`src/rtl/min4_u8_if.sv`:
```
// -----------------------------------------------------------------------------
// min4_u8_if
//
// Bundles the operand/sample inputs and every result output of min4_u8 so the
// block can be connected with a single port. The clock and reset are not part
// of the bundle and stay plain ports on the block.
//
// Signals:
//   a, b, c, d  [7:0]  unsigned operands
//   in_valid           current a..d is a sample to capture on the next edge
//   run_clr            synchronous clear of the running minimum
//   min        [7:0]   combinational minimum of a..d
//   min_idx    [1:0]   combinational winner index (0=a, 1=b, 2=c, 3=d)
//   min_q      [7:0]   registered min
//   min_idx_q  [1:0]   registered min_idx
//   out_valid          min_q/min_idx_q hold the sample captured on the last edge
//   run_min    [7:0]   smallest min over accepted samples since reset/clear
//   run_valid          at least one sample accepted since reset/clear
//
// Modports:
//   master : the side that supplies operands and consumes results
//   slave  : the min4_u8 block itself
// -----------------------------------------------------------------------------
interface min4_u8_if;
    logic [7:0] a;
    logic [7:0] b;
    logic [7:0] c;
    logic [7:0] d;
    logic       in_valid;
    logic       run_clr;
    logic [7:0] min;
    logic [1:0] min_idx;
    logic [7:0] min_q;
    logic [1:0] min_idx_q;
    logic       out_valid;
    logic [7:0] run_min;
    logic       run_valid;

    modport master (
        output a, b, c, d, in_valid, run_clr,
        input  min, min_idx, min_q, min_idx_q, out_valid, run_min, run_valid
    );

    modport slave (
        input  a, b, c, d, in_valid, run_clr,
        output min, min_idx, min_q, min_idx_q, out_valid, run_min, run_valid
    );
endinterface

```
`src/rtl/min4_u8.sv`:
```
// -----------------------------------------------------------------------------
// min4_u8
//
// Unsigned 8-bit minimum-of-four selector. The primary result (min, min_idx)
// is purely combinational and independent of clock, reset and in_valid. A
// registered copy with a valid flag and a running minimum across accepted
// samples are provided for pipelined consumers.
//
// Ports:
//   clk     rising-edge clock for all registers
//   areset  asynchronous, active-high reset of all registers
//   bus     min4_u8_if.slave: operands a..d, in_valid, run_clr in;
//           min, min_idx, min_q, min_idx_q, out_valid, run_min, run_valid out
//
// Flow control: there is no backpressure. in_valid qualifies a..d at the
// rising edge where it is high, and that sample is always accepted. out_valid
// is high for exactly the cycle after each accepted sample; min_q/min_idx_q
// hold their last captured value while out_valid is low.
// -----------------------------------------------------------------------------
module min4_u8 (
    input  logic       clk,
    input  logic       areset,
    min4_u8_if.slave   bus
);

    // -------------------------------------------------------------------------
    // Combinational ordered scan. Strict less-than means a later operand only
    // displaces the current winner when it is smaller, so ties resolve to the
    // lowest index.
    // -------------------------------------------------------------------------
    logic [7:0] min_c;
    logic [1:0] idx_c;

    always_comb begin
        min_c = bus.a;
        idx_c = 2'd0;
        if (bus.b < min_c) begin
            min_c = bus.b;
            idx_c = 2'd1;
        end
        if (bus.c < min_c) begin
            min_c = bus.c;
            idx_c = 2'd2;
        end
        if (bus.d < min_c) begin
            min_c = bus.d;
            idx_c = 2'd3;
        end
    end

    assign bus.min     = min_c;
    assign bus.min_idx = idx_c;

    // -------------------------------------------------------------------------
    // Registered copy of the combinational result.
    // -------------------------------------------------------------------------
    logic [7:0] min_q_r;
    logic [1:0] min_idx_q_r;
    logic       out_valid_r;

    always_ff @(posedge clk or posedge areset) begin
        if (areset) begin
            min_q_r     <= 8'h00;
            min_idx_q_r <= 2'd0;
            out_valid_r <= 1'b0;
        end else begin
            if (bus.in_valid) begin
                min_q_r     <= min_c;
                min_idx_q_r <= idx_c;
            end
            out_valid_r <= bus.in_valid;
        end
    end

    // -------------------------------------------------------------------------
    // Running minimum. run_clr has priority and discards any sample offered in
    // the same cycle (that sample still lands in min_q above). The clear value
    // 8'hFF is the identity for min, so the first accepted sample always ends
    // up in run_min, including a sample whose minimum is itself 8'hFF.
    // -------------------------------------------------------------------------
    logic [7:0] run_min_r;
    logic       run_valid_r;

    always_ff @(posedge clk or posedge areset) begin
        if (areset) begin
            run_min_r   <= 8'hFF;
            run_valid_r <= 1'b0;
        end else if (bus.run_clr) begin
            run_min_r   <= 8'hFF;
            run_valid_r <= 1'b0;
        end else if (bus.in_valid) begin
            if (min_c < run_min_r) begin
                run_min_r <= min_c;
            end
            run_valid_r <= 1'b1;
        end
    end

    assign bus.min_q     = min_q_r;
    assign bus.min_idx_q = min_idx_q_r;
    assign bus.out_valid = out_valid_r;
    assign bus.run_min   = run_min_r;
    assign bus.run_valid = run_valid_r;

endmodule

```
`src/flat_wrapper.sv`:
```
// flat-port wrapper written by rule: the top's interface ports become plain ports
module min4_u8_flat 
  (clk, areset, bus_a, bus_b, bus_c, bus_d, bus_in_valid, bus_run_clr, bus_min, bus_min_idx, bus_min_q, bus_min_idx_q, bus_out_valid, bus_run_min, bus_run_valid);
  min4_u8_if bus_i ();
  input  logic clk;
  input  logic areset;
  input wire logic [$bits(bus_i.a)-1:0] bus_a;
  input wire logic [$bits(bus_i.b)-1:0] bus_b;
  input wire logic [$bits(bus_i.c)-1:0] bus_c;
  input wire logic [$bits(bus_i.d)-1:0] bus_d;
  input wire logic [$bits(bus_i.in_valid)-1:0] bus_in_valid;
  input wire logic [$bits(bus_i.run_clr)-1:0] bus_run_clr;
  output wire logic [$bits(bus_i.min)-1:0] bus_min;
  output wire logic [$bits(bus_i.min_idx)-1:0] bus_min_idx;
  output wire logic [$bits(bus_i.min_q)-1:0] bus_min_q;
  output wire logic [$bits(bus_i.min_idx_q)-1:0] bus_min_idx_q;
  output wire logic [$bits(bus_i.out_valid)-1:0] bus_out_valid;
  output wire logic [$bits(bus_i.run_min)-1:0] bus_run_min;
  output wire logic [$bits(bus_i.run_valid)-1:0] bus_run_valid;
  assign bus_i.a = bus_a;
  assign bus_i.b = bus_b;
  assign bus_i.c = bus_c;
  assign bus_i.d = bus_d;
  assign bus_i.in_valid = bus_in_valid;
  assign bus_i.run_clr = bus_run_clr;
  assign bus_min = bus_i.min;
  assign bus_min_idx = bus_i.min_idx;
  assign bus_min_q = bus_i.min_q;
  assign bus_min_idx_q = bus_i.min_idx_q;
  assign bus_out_valid = bus_i.out_valid;
  assign bus_run_min = bus_i.run_min;
  assign bus_run_valid = bus_i.run_valid;
  min4_u8 u_core (.clk(clk), .areset(areset), .bus(bus_i));
endmodule
```
`config.mk`:
```
export PLATFORM = sky130hd
export DESIGN_NAME = min4_u8_flat
export DESIGN_NICKNAME = d
export VERILOG_FILES = /design/src/rtl/min4_u8_if.sv /design/src/rtl/min4_u8.sv /design/src/flat_wrapper.sv
export SDC_FILE = /design/constraint.sdc
export NUM_CORES = 1
export LEC_CHECK = 0
export CAP_MARGIN = 10
export CORE_ASPECT_RATIO = 1.5
export CORE_MARGIN = 1
export CORE_UTILIZATION = 30
export CTS_BUF_LIST = sky130_fd_sc_hd__clkbuf_8
export CTS_CLUSTER_DIAMETER = 100
export DETAILED_ROUTE_END_ITERATION = 8
export MAX_ROUTING_LAYER = met4
export RECOVER_POWER = 100
export SKIP_LAST_GASP = 1
export SYNTH_ARGS = -nofsm -noshare
export SYNTH_HDL_FRONTEND = slang
export SYNTH_SLANG_ARGS = --single-unit
```
`constraint.sdc`:
```
create_clock -name clk -period 16.6 [get_ports clk]
set_clock_uncertainty 0.2 [all_clocks]
set_input_delay 1.66 -clock clk [delete_from_list [all_inputs] [get_ports clk]]
set_output_delay 1.66 -clock clk [all_outputs]
set_load 0.005 [all_outputs]
```
======== Word-level counts from Yosys, hierarchy flattened ========
Index checks and enable logic that the tools add are counted.
operators by class
  $lt $le $gt $ge ......................... 4
  reduce and logical (&&, ||, !) cells .... 3
  multiplexer cells ....................... 11
operators with widths
  kind                number
  $mux W8             6
  $lt A8 B8 Y1        4
  $mux W2             2
  $reduce_bool A2 Y1  2
  $mux W1             3
  $reduce_and A2 Y1   1
storage, ports and cells
  word-level logic and storage cells ...... 23
  register bits after elaboration ......... 20
  output and inout bits ................... 30
  input port bits ......................... 36

======== Depth between registers and ports, before layout ========
Gate-level depths: netlist (run 1).
  word-level depth ........................ 10
  gate-level depth with buffers ........... 34
  mapped depth without buffers ............ 31

======== Worst setup path after synthesis (run 1) ========
No wires, ideal clock.
  kind .................................... input -> register
  start point ............................. input port bus_a[2]
  end point ............................... register u_core.run_min_r[1] (netlist: u_core.bus.run_min[1])
  slack ................................... 7956 ps
  data required time ...................... 16317 ps
  data arrival time ....................... 8361 ps
  setup time .............................. 83 ps
  cell stages on the path ................. 32
  path buffers ............................ 4
  cells stage by stage .................... inv_1 -> ha_1 -> a211o_1 -> a31oi_1 -> o221a_1 -> buf_6 -> clkbuf_1 -> a21oi_1 -> ha_1 -> a21oi_1 -> o21ai_0 -> a211o_1 -> o41ai_4 -> clkbuf_1 -> nand2_1 -> o21ai_0 -> inv_1 -> ha_1 -> and4_1 -> o21ai_0 -> and2_1 -> nor2_2 -> mux2i_1 -> inv_1 -> ha_1 -> a21o_1 -> a21oi_1 -> nor2b_1 -> nor4b_1 -> clkbuf_1 -> a211oi_2 -> a41oi_1
on the way
  word-level cells in the longest chain between the ends .. 9
  elaborated cells on any way between the ends .. 12
  classes of those cells .................. 4 x order compare; 6 x mux; 2 x reduce/logical
ends and longest elaborated chain
  item                              line                RTL
  start, declared                   flat_wrapper.sv:7   input wire logic [$bits(bus_i.a)-1:0] bus_a;
  $lt A8 B8 Y1                      min4_u8.sv:37       if (bus.b < min_c) begin
  $mux W8 (*)                       min4_u8.sv:37
  $lt A8 B8 Y1                      min4_u8.sv:41       if (bus.c < min_c) begin
  $mux W8 (*)                       min4_u8.sv:41
  $lt A8 B8 Y1                      min4_u8.sv:45       if (bus.d < min_c) begin
  $mux W8 (*)                       min4_u8.sv:45
  named net bus_min[5]              flat_wrapper.sv:13  output wire logic [$bits(bus_i.min)-1:0] bus_min;
  $lt A8 B8 Y1 (*)                  min4_u8.sv:92       if (min_c < run_min_r) begin
  $reduce_bool A2 Y1 (no line) (*)  --
  $reduce_and A2 Y1 (no line) (*)   --
  end signal, assigned              min4_u8.sv:93       run_min_r <= min_c;
  end, declared                     min4_u8.sv:81       logic [7:0] run_min_r;
Mark *: on every way through the listed nets, which the timed path passes. The rest lies on a longest branch. The select of a mux whose other input is x is not followed.
A chain may end at the register's enable or synchronous reset.

======== Final worst setup path (run 1) ========
  start point ............................. input port bus_a[2]
  end point ............................... output port bus_min[7]
on the way
  word-level cells in the longest chain between the ends .. 6
ends and longest elaborated chain
  item           line
  $lt A8 B8 Y1   min4_u8.sv:37
  $mux W8 (*)    min4_u8.sv:37
  $lt A8 B8 Y1   min4_u8.sv:41
  $mux W8 (*)    min4_u8.sv:41
  $lt A8 B8 Y1   min4_u8.sv:45
  $mux W8 (*)    min4_u8.sv:45
  end, declared  flat_wrapper.sv:13
Every way passes the cells marked *; elsewhere a longest branch is shown, timed or not.

==> summary.txt, run 1 <==
Outcome -> finished with violations
Failing checks -> max-capacitance violations, max-slew violations
NumNets Final -> 355
CP max FO -> 19
RSZ-0062 raised after global routing -> no
Root buffer cell -> clkbuf_8
Via density -> 5.17
Die Y -> 101 microns
HPWL after DPL -> 4470 microns
Leakage -> 0.00122 uW
Post-synth EDFFs -> 0
Synthesized netlist cell count -> 230
Post-Route WL -> 5430 microns
Final Hold Violating Endpoints -> 0
Area post-placement -> 2670 sq um
DRC viols -> 0
GP Congestion -> 0.822
Design area -> 2670 sq um
Hold WC Path Type -> reg -> reg
Synth top area cells -> ha_1 17%, dfrtp_1 15%, dfstp_2 11%
Count of cell types in the netlist -> 43
Synth top area share -> 0.166
Die area -> 6870 sq um
Setup_tns -> 0 ns
Worst hold stages -> 2
Slew @ Worst Pin -> 2.13 ns
Post-synthesis sequential area ratio -> 0.260
Pwr/cell area -> 93.7 nW/um^2
FP Rows -> 35
Hold Startpoint -> u_core.bus.run_valid
Cell taking the most area after synthesis -> ha_1
Hold_buf cts -> 0
Overall routing resource usage -> 0.173
Mapped cell area -> 1960 sq um
Input/output buffers -> 65
CP Launch Type -> primary input
RR Endpoint -> u_core.bus.run_min[0]
Pins Over Slew Limit -> 17
Die width -> 68.0 microns
CTS tree -> done
Maxcap violations -> 1
Worst rel slew slack -> -0.437
Syn nets -> 292
DRT Pass-1 Iters -> 4
Clock Path Buffers -> 2
Post-CTS setup buffers -> 0
R2R Setup Slk -> 13.67 ns
Final worst path period need -> 11.70 ns
Crit Reg-Reg Startpoint -> u_core.bus.run_min[2]
Syn avg cell area -> 8.52 sq um
Congestion Overflow GR -> 0
Total power -> 251 uW
Worst EP arrival -> 9.84 ns
Vias in the first global route -> 1877
Diodes inserted -> 0
Layout cells sized above 1 -> 0.0481
Resized cells post-CTS -> 0
Async S/R FF share, synth -> 1.00
Filler cells -> 650
Top-count cell post-synth -> inv_1
CP Data Required Time -> 14.74 ns
Via count -> 1887
Reg clk slew, reported paths -> 0.07 ns
Total CTS buffers -> 3
Core ar. -> 6220 sq um
DR iter-0 viols -> 39
First-pass GRT wire length -> 8780 microns
Setup CP Type -> in -> out
Avg WL per Cell -> 14.9 microns
Worst skew pair latency -> 0.25 ns
Fmax -> 0.0855 GHz
Setup violations, final -> 0
Synth warnings -> 0
Ys flop type -> dfrtp_1
H-tree depth reported by CTS -> 1
Area grow syn2layout -> 36.3%
Top Ports -> 66
Clock sinks -> 20
Critical Path End Type -> output port
Max VDD drop -> 54.6 uV
Sequential cell area -> 510 sq um
ANT nets after route -> 0
Post-synthesis register bit count -> 20
Initial antenna violation count -> 0
Top cells by count, synth -> 33 x inv_1, 26 x ha_1, 24 x nor2_1, 22 x a21oi_1, 13 x nand2_1
Worst r2r path cells -> 10
Starting density of the core -> 0.315
Hold path endpoint -> u_core.bus.run_valid
Pin count of the biggest net entering global routing -> 23
Multi-input logic area -> 1250 sq um
Crit share post-route -> 0.705
-- cell families (layout without fill, tap and decap cells) --
logic type / count (synthesis) / in the layout / synth area share
DFF: 20 / 20 / 0.260
muxes: 13 / 13 / 0.0708
AOI/OAI and AO/OA: 73 / 73 / 0.275
buffers and inverters: 41 / 102 / 0.0862
and+or+nand+nor: 55 / 55 / 0.131
adders and majority gates: 28 / 28 / 0.176
-- per-stage QoR --
step           utilization  worst slack [ns]  hold WS, ns  instances
2_1_floorplan            -              7.96        0.283        230
3_3_place_gp         0.430              6.58        0.279        362
3_5_place_dp         0.430              6.51        0.285        362
4_1_cts              0.436              6.47        0.303        365
5_1_grt              0.430              4.06        0.329        365
6_report             0.430              4.90        0.289        365
-- power by group --
group | switching, uW | leakage [uW] | internal [uW] | total [uW]
sequential | 7.66 | 0.000213 | 62.8 | 70.4
combinational | 74.5 | 0.000983 | 74.0 | 148
clock | 15.5 | 0.0000216 | 16.1 | 31.7
-- sequential cells by signal (all words and copies together), names as in the netlist --
name,count
u_core.bus.min_idx_q,2
u_core.bus.min_q,8
u_core.bus.out_valid,1
u_core.bus.run_min,8
u_core.bus.run_valid,1
-- final cells by class --
| class | count | share of cell area |
|---|---|---|
| multi-input cells | 169 | 0.468 |
| repair buffers | 66 | 0.245 |
| flip-flops and latches | 20 | 0.191 |
| inverters | 33 | 0.0463 |
| well taps | 74 | 0.0346 |
| clock buffers | 3 | 0.0154 |
-- metal layers --
| metal | track usage | routed length (microns) |
|---|---|---|
| met4 | 0.0385 | 24 |
| met1 | 0.205 | 2280 |
| met5 | - | 0 |
| met2 | 0.308 | 2930 |
| met3 | 0.0136 | 198 |
-- how the worst max path moves through the flow --
| stage | start | end | slack [ns] | cells past startpoint |
|---|---|---|---|---|
| after floorplan | bus_a[2] | u_core.bus.run_min[1] | 7.96 | 32 |
| after global placement | bus_a[2] | bus_min[5] | 6.58 | 24 |
| after detailed placement | bus_a[2] | bus_min[7] | 6.51 | 25 |
| after CTS | bus_a[2] | bus_min[7] | 6.47 | 25 |
| after global routing | bus_a[2] | bus_min[7] | 4.06 | 24 |
| final | bus_a[2] | bus_min[7] | 4.90 | 24 |
-- critical path: stages --
cell	delay [ns]
dlygate4sd3_1	0.57
inv_1	0.08
ha_1	0.29
a211o_1	0.25
a31oi_1	0.19
o221a_1	0.66
nor2_1	0.08
a21oi_1	0.21
ha_1	0.29
a21oi_1	0.18
o21ai_0	0.17
a211o_1	0.33
o41ai_1	1.72
o21ai_0	0.46
inv_1	0.14
ha_1	0.18
o21a_1	0.14
o21a_1	0.10
o21ai_0	0.08
and2_0	0.21
nor2_1	0.67
mux2i_1	0.45
inv_1	0.13
dlygate4sd3_1	0.60
-- cell usage in the layout (no fill, tap or decap), types with 5 or more instances in the layout --
cell type,n
dfstp_1,5
inv_1,33
mux2i_1,9
a21oi_1,22
ha_1,26
dfrtp_1,12
a41oi_1,8
nand2_1,13
clkdlybuf4s50_1,37
dlygate4sd3_1,28
nor2_1,25
o21ai_0,12
a211oi_1,8
Power figures use the tool's default switching activity.
==> run 2, diff against run 1 <==
==> constraint.sdc (replaced) <==
create_clock -name clk -period 12.1 [get_ports clk]
set_clock_uncertainty 0.2 [all_clocks]
set_input_delay 1.21 -clock clk [delete_from_list [all_inputs] [get_ports clk]]
set_output_delay 1.21 -clock clk [all_outputs]
set_load 0.005 [all_outputs]
==> run 2 against run 1 <==
- the run now ends clean
- first-iteration DRC count rose by 38%
- hold slack improved by 0.017 ns
- via count rose by 0.16%
- utilization rose by 0.20 points
- critical path depth rose by 8
- highest routed layer unchanged
- global-route usage rose by 0.055 points
- sequential share of layout area fell by 0.089 points
- power rose by 38%
- largest cell class unchanged
- clock-buffer cell count did not move
- clock power rose by 38%
- worst setup slack got worse by 2.4 ns
==> summary.txt, run 2 (synthesized netlist as in run 1, its figures left out) <==
CP max FO -> 19
WL met3 -> 302 microns
Congestion Overflow GR -> 0
DRT Pass-1 Iters -> 4
Worst hold stages -> 2
Via density -> 5.18
ANT nets after route -> 0
Critical path's slowest cell -> nor2_1
CP Launch Type -> primary input
Vias in the first global route -> 1850
Crit-path max cell delay -> 0.71 ns
Leakage -> 0.00122 uW
Worst rel slew slack -> 0.393
DR iter-0 viols -> 54
Max VDD drop -> 62.9 uV
Hold WC Path Type -> reg -> reg
CP Data Required Time -> 12.10 ns
Worst skew pair latency -> 0.25 ns
NumNets Final -> 355
Root buffer cell -> clkbuf_8
Final worst path period need -> 9.57 ns
Filler cells -> 643
Util after Layout -> 0.432
Pwr/cell area -> 129 nW/um^2
Avg WL per Cell -> 14.9 microns
Initial antenna violation count -> 0
Final Hold Violating Endpoints -> 0
FP Rows -> 35
Hold_buf cts -> 0
Die area -> 6870 sq um
Pin count of the biggest net entering global routing -> 23
Commonest non-fill, non-tap cell in the layout -> clkdlybuf4s50_1
Outcome -> completed
First-pass GRT wire length -> 8780 microns
R2R Setup Slk -> 9.19 ns
RSZ-0062 raised after global routing -> no
Critical Path End Type -> flip-flop
Routed length on met2 -> 2940 microns
Slew @ Worst Pin -> 0.908 ns
HPWL after DPL -> 4480 microns
Clock Path Buffers -> 2
Setup CP Type -> in -> reg
Crit Reg-Reg Startpoint -> u_core.bus.run_min[2]
DR top layer -> met4
Pins Over Slew Limit -> 0
Crit share post-route -> 0.791
Hold Startpoint -> u_core.bus.run_valid
Reg clk slew, reported paths -> 0.07 ns
Starting density of the core -> 0.315
RR Endpoint -> u_core.bus.run_min[0]
Post-Route WL -> 5440 microns
GP Congestion -> 0.823
Maxcap violations -> 0
Worst r2r path cells -> 10
DRC viols -> 0
Top Ports -> 66
Setup violations, final -> 0
Input/output buffers -> 65
Die Y -> 101 microns
Overall routing resource usage -> 0.173
Area grow syn2layout -> 36.9%
Design area -> 2690 sq um
Diodes inserted -> 0
Fmax -> 0.104 GHz
Worst EP arrival -> 9.57 ns
CTS tree -> done
Hold path endpoint -> u_core.bus.run_valid
Die width -> 68.0 microns
Resized cells post-CTS -> 0
Area post-placement -> 2670 sq um
Total CTS buffers -> 3
Via count -> 1890
H-tree depth reported by CTS -> 1
Layout cells sized above 1 -> 0.0447
Most frequent cells in the layout -> 38 x clkdlybuf4s50_1, 33 x inv_1, 27 x dlygate4sd3_1
Post-CTS setup buffers -> 0
Core ar. -> 6220 sq um
Clock sinks -> 20
Setup_tns -> 0 ns
Post-Route M1 WL -> 2140 microns
-- run 2: layout make-up --
type	instances	area (sq um)	share of cell area
Multi-Input combinational cell	169	1260	0.470
Timing Repair Buffer	66	654	0.244
Sequential cell	20	510	0.190
Inverter	33	124	0.0461
Tap cell	74	92.6	0.0345
Clock buffer	3	41.3	0.0154
-- run 2: worst max-delay path, delay by kind of cell --
family                   cells  cell delay (ns)
buffers and inverters        5             1.42
multiplexers                 1             0.44
AND/OR/NAND/NOR              8             1.65
AO/OA/AOI/OAI               14             3.66
adder cells (fa/ha/maj)      4             1.18
-- run 2: layer usage --
metal / up-vias / global-route usage
li1: 958 / -
met1: 876 / 0.199
met2: 52 / 0.311
met3: 4 / 0.0158
met4: 0 / 0.0433
met5: - / -
-- run 2: stage by stage --
| step | total power (uW) | setup slack [ns] | cells | hold WS (ns) |
|---|---|---|---|---|
| after detailed placement | 320 | 2.92 | 362 | 0.298 |
| after global routing | 378 | 1.81 | 365 | 0.349 |
| final | 345 | 2.53 | 365 | 0.305 |
| after global placement | 318 | 2.97 | 362 | 0.279 |
| after floorplan | 219 | 3.91 | 230 | 0.283 |
| after CTS | 366 | 2.89 | 365 | 0.317 |
-- run 2: power by group --
| part | internal (uW) | leakage, uW | switching, uW |
|---|---|---|---|
| Combinational | 102 | 0.000991 | 103 |
| Sequential | 85.9 | 0.000211 | 10.7 |
| Clock | 22.2 | 0.0000216 | 21.6 |
-- run 2: worst max path at each step --
stage                                       end      from  slack, ns  depth (start not counted)
after floorplan           u_core.bus.run_min[1]  bus_a[2]       3.91                         32
after global placement               bus_min[5]  bus_a[2]       2.97                         24
after detailed placement             bus_min[7]  bus_a[2]       2.92                         24
after CTS                            bus_min[7]  bus_a[2]       2.89                         24
after global routing      u_core.bus.run_min[0]  bus_a[2]       1.81                         32
final                     u_core.bus.run_min[0]  bus_a[2]       2.53                         32
==> run 3, diff against run 2 <==
==> constraint.sdc (replaced) <==
create_clock -name clk -period 8.5 [get_ports clk]
set_clock_uncertainty 0.2 [all_clocks]
set_input_delay 0.85 -clock clk [delete_from_list [all_inputs] [get_ports clk]]
set_output_delay 0.85 -clock clk [all_outputs]
set_load 0.005 [all_outputs]
==> run 3 against run 2 <==
- power increased by 58%
- global-route usage shrank 0.37 points
- combinational power up 52%
- via count rose by 1.7%
- sequential share of layout area decreased by 0.77 points
- sequential cell count did not move
- sequential power increased by 42%
- hold slack got worse by 0.0085 ns
- non-clock buffer count grew 9
- worst setup slack got worse by 2.0 ns
- critical path depth shrank 7
==> summary.txt, run 3 (synthesized netlist as in run 1, its figures left out) <==
Outcome -> completed
R2R Setup Slk -> 6.03 ns
Seq pwr share -> 0.252
Worst Hold Slack -> 0.297 ns
Die width -> 68.0 microns
Hold WC Path Type -> reg -> reg
Root buffer cell -> clkbuf_8
Total power -> 545 uW
RSZ-0062 raised after global routing -> no
Clock sinks -> 20
Fmax -> 0.125 GHz
Setup ws final -> 0.496 ns
Pin count of the biggest net entering global routing -> 23
GP Congestion -> 0.845
Sw Share -> 0.365
Commonest non-fill, non-tap cell in the layout -> clkdlybuf4s50_1
ANT nets after route -> 0
CP Launch Type -> primary input
Reg clk slew, reported paths -> 0.08 ns
CP Data Required Time -> 7.45 ns
Post-Route WL -> 5550 microns
Clock Power Share -> 0.175
Core ar. -> 6220 sq um
Total CTS buffers -> 3
NetSw -> 199 uW
Clock Path Buffers -> 2
Die area -> 6870 sq um
Pins Over Slew Limit -> 0
Area grow syn2layout -> 42.8%
HPWL after DPL -> 4600 microns
Via count -> 1923
NumNets Final -> 364
Initial antenna violation count -> 0
Design area -> 2800 sq um
Post-CTS setup buffers -> 0
Diodes inserted -> 0
Crit share post-route -> 0.942
Worst EP arrival -> 6.95 ns
CTS tree -> done
Critical Path End Type -> output port
DR iter-0 viols -> 43
H-tree depth reported by CTS -> 1
First-pass GRT wire length -> 8610 microns
CP max FO -> 14
Cell Int Power -> 346 uW
Setup CP Type -> in -> out
Worst rel slew slack -> 0.465
DP Worst Slack -> 0.0540 ns
Via density -> 5.13
Comb power frac -> 0.573
Final worst path period need -> 8.00 ns
Vias in the first global route -> 1884
Top Ports -> 66
Final Hold Violating Endpoints -> 0
Area post-placement -> 2740 sq um
Input/output buffers -> 65
Setup_tns -> 0 ns
DRC viols -> 0
Max VDD drop -> 83.7 uV
Most frequent cells in the layout -> 41 x clkdlybuf4s50_1, 33 x inv_1, 26 x ha_1
Overall routing resource usage -> 0.170
Die Y -> 101 microns
Worst skew pair latency -> 0.26 ns
Maxcap violations -> 0
Leakage -> 0.00128 uW
FP Rows -> 35
Hold_buf cts -> 0
Filler cells -> 642
Pwr/cell area -> 195 nW/um^2
Avg WL per Cell -> 14.8 microns
DRT Pass-1 Iters -> 6
Starting density of the core -> 0.315
Layout cells sized above 1 -> 0.0797
Setup violations, final -> 0
Congestion Overflow GR -> 0
Slew @ Worst Pin -> 0.802 ns
## run 3: area by class of cell
cell class,count,area (sq um),area share
clock inverter,1,30.0,0.0107
tap,74,92.6,0.0331
multi-input combinational,169,1280,0.458
sequential,20,510,0.182
clock buffer,3,41.3,0.0148
inverter,33,124,0.0443
timing repair buffer,75,718,0.257
## run 3: path summary, 6_finish.rpt
| path | start | end | cells after the start |
|---|---|---|---|
| worst min-delay path | u_core.bus.run_valid | u_core.bus.run_valid | 2 |
| worst min register to register | u_core.bus.run_valid | u_core.bus.run_valid | 2 |
| min in group asynchronous | areset | u_core.bus.run_valid | 2 |
| max in group asynchronous | areset | u_core.bus.min_q[5] | 2 |
| worst max register to register | u_core.bus.run_min[2] | u_core.bus.run_min[0] | 10 |
| worst max-delay path | bus_a[2] | bus_min[5] | 25 |
## run 3: power by group through the flow
stage | sequential, uW | combinational (uW) | clock (uW)
2_1_floorplan | 142 | 170 | 0
3_3_place_gp | 142 | 328 | 0
3_5_place_dp | 143 | 330 | 0
4_1_cts | 141 | 332 | 98.5
5_1_grt | 141 | 348 | 103
6_report | 137 | 312 | 95.5
## run 3: worst max-delay path: stages
cell	delay (ns)
clkdlybuf4s50_1	0.51
inv_1	0.09
ha_1	0.29
a211o_1	0.25
a31oi_1	0.20
o221a_1	0.49
nor2_1	0.08
a21oi_1	0.21
ha_1	0.31
nand2_1	0.13
nor2_1	0.07
mux2_4	0.30
o41ai_4	0.65
nand2_1	0.09
o21ai_0	0.14
inv_1	0.08
ha_1	0.30
a21o_1	0.16
a21o_1	0.17
a21oi_1	0.22
and2_1	0.26
nor2_4	0.12
mux2i_1	0.27
inv_1	0.09
dlygate4sd3_1	0.60
## run 3: repair_timing
action	4_1_cts	5_1_grt
setup endpoints to repair	0	13
resized for setup	0	1
endpoints found under the hold margin	0	0
## run 3: per-stage QoR
| step | cells | utilization |
|---|---|---|
| final | 375 | 0.450 |
| after global routing | 375 | 0.450 |
| after CTS | 375 | 0.452 |
| after detailed placement | 371 | 0.441 |
| after global placement | 371 | 0.441 |
| after floorplan | 230 | - |
## run 3: layer usage
layer | up-vias | wire [microns] | GRT usage
met2 | 53 | 2910 | 0.305
met1 | 881 | 2270 | 0.184
met4 | 0 | 88 | 0.0593
met5 | - | 0 | -
li1 | 981 | - | -
met3 | 8 | 277 | 0.0215
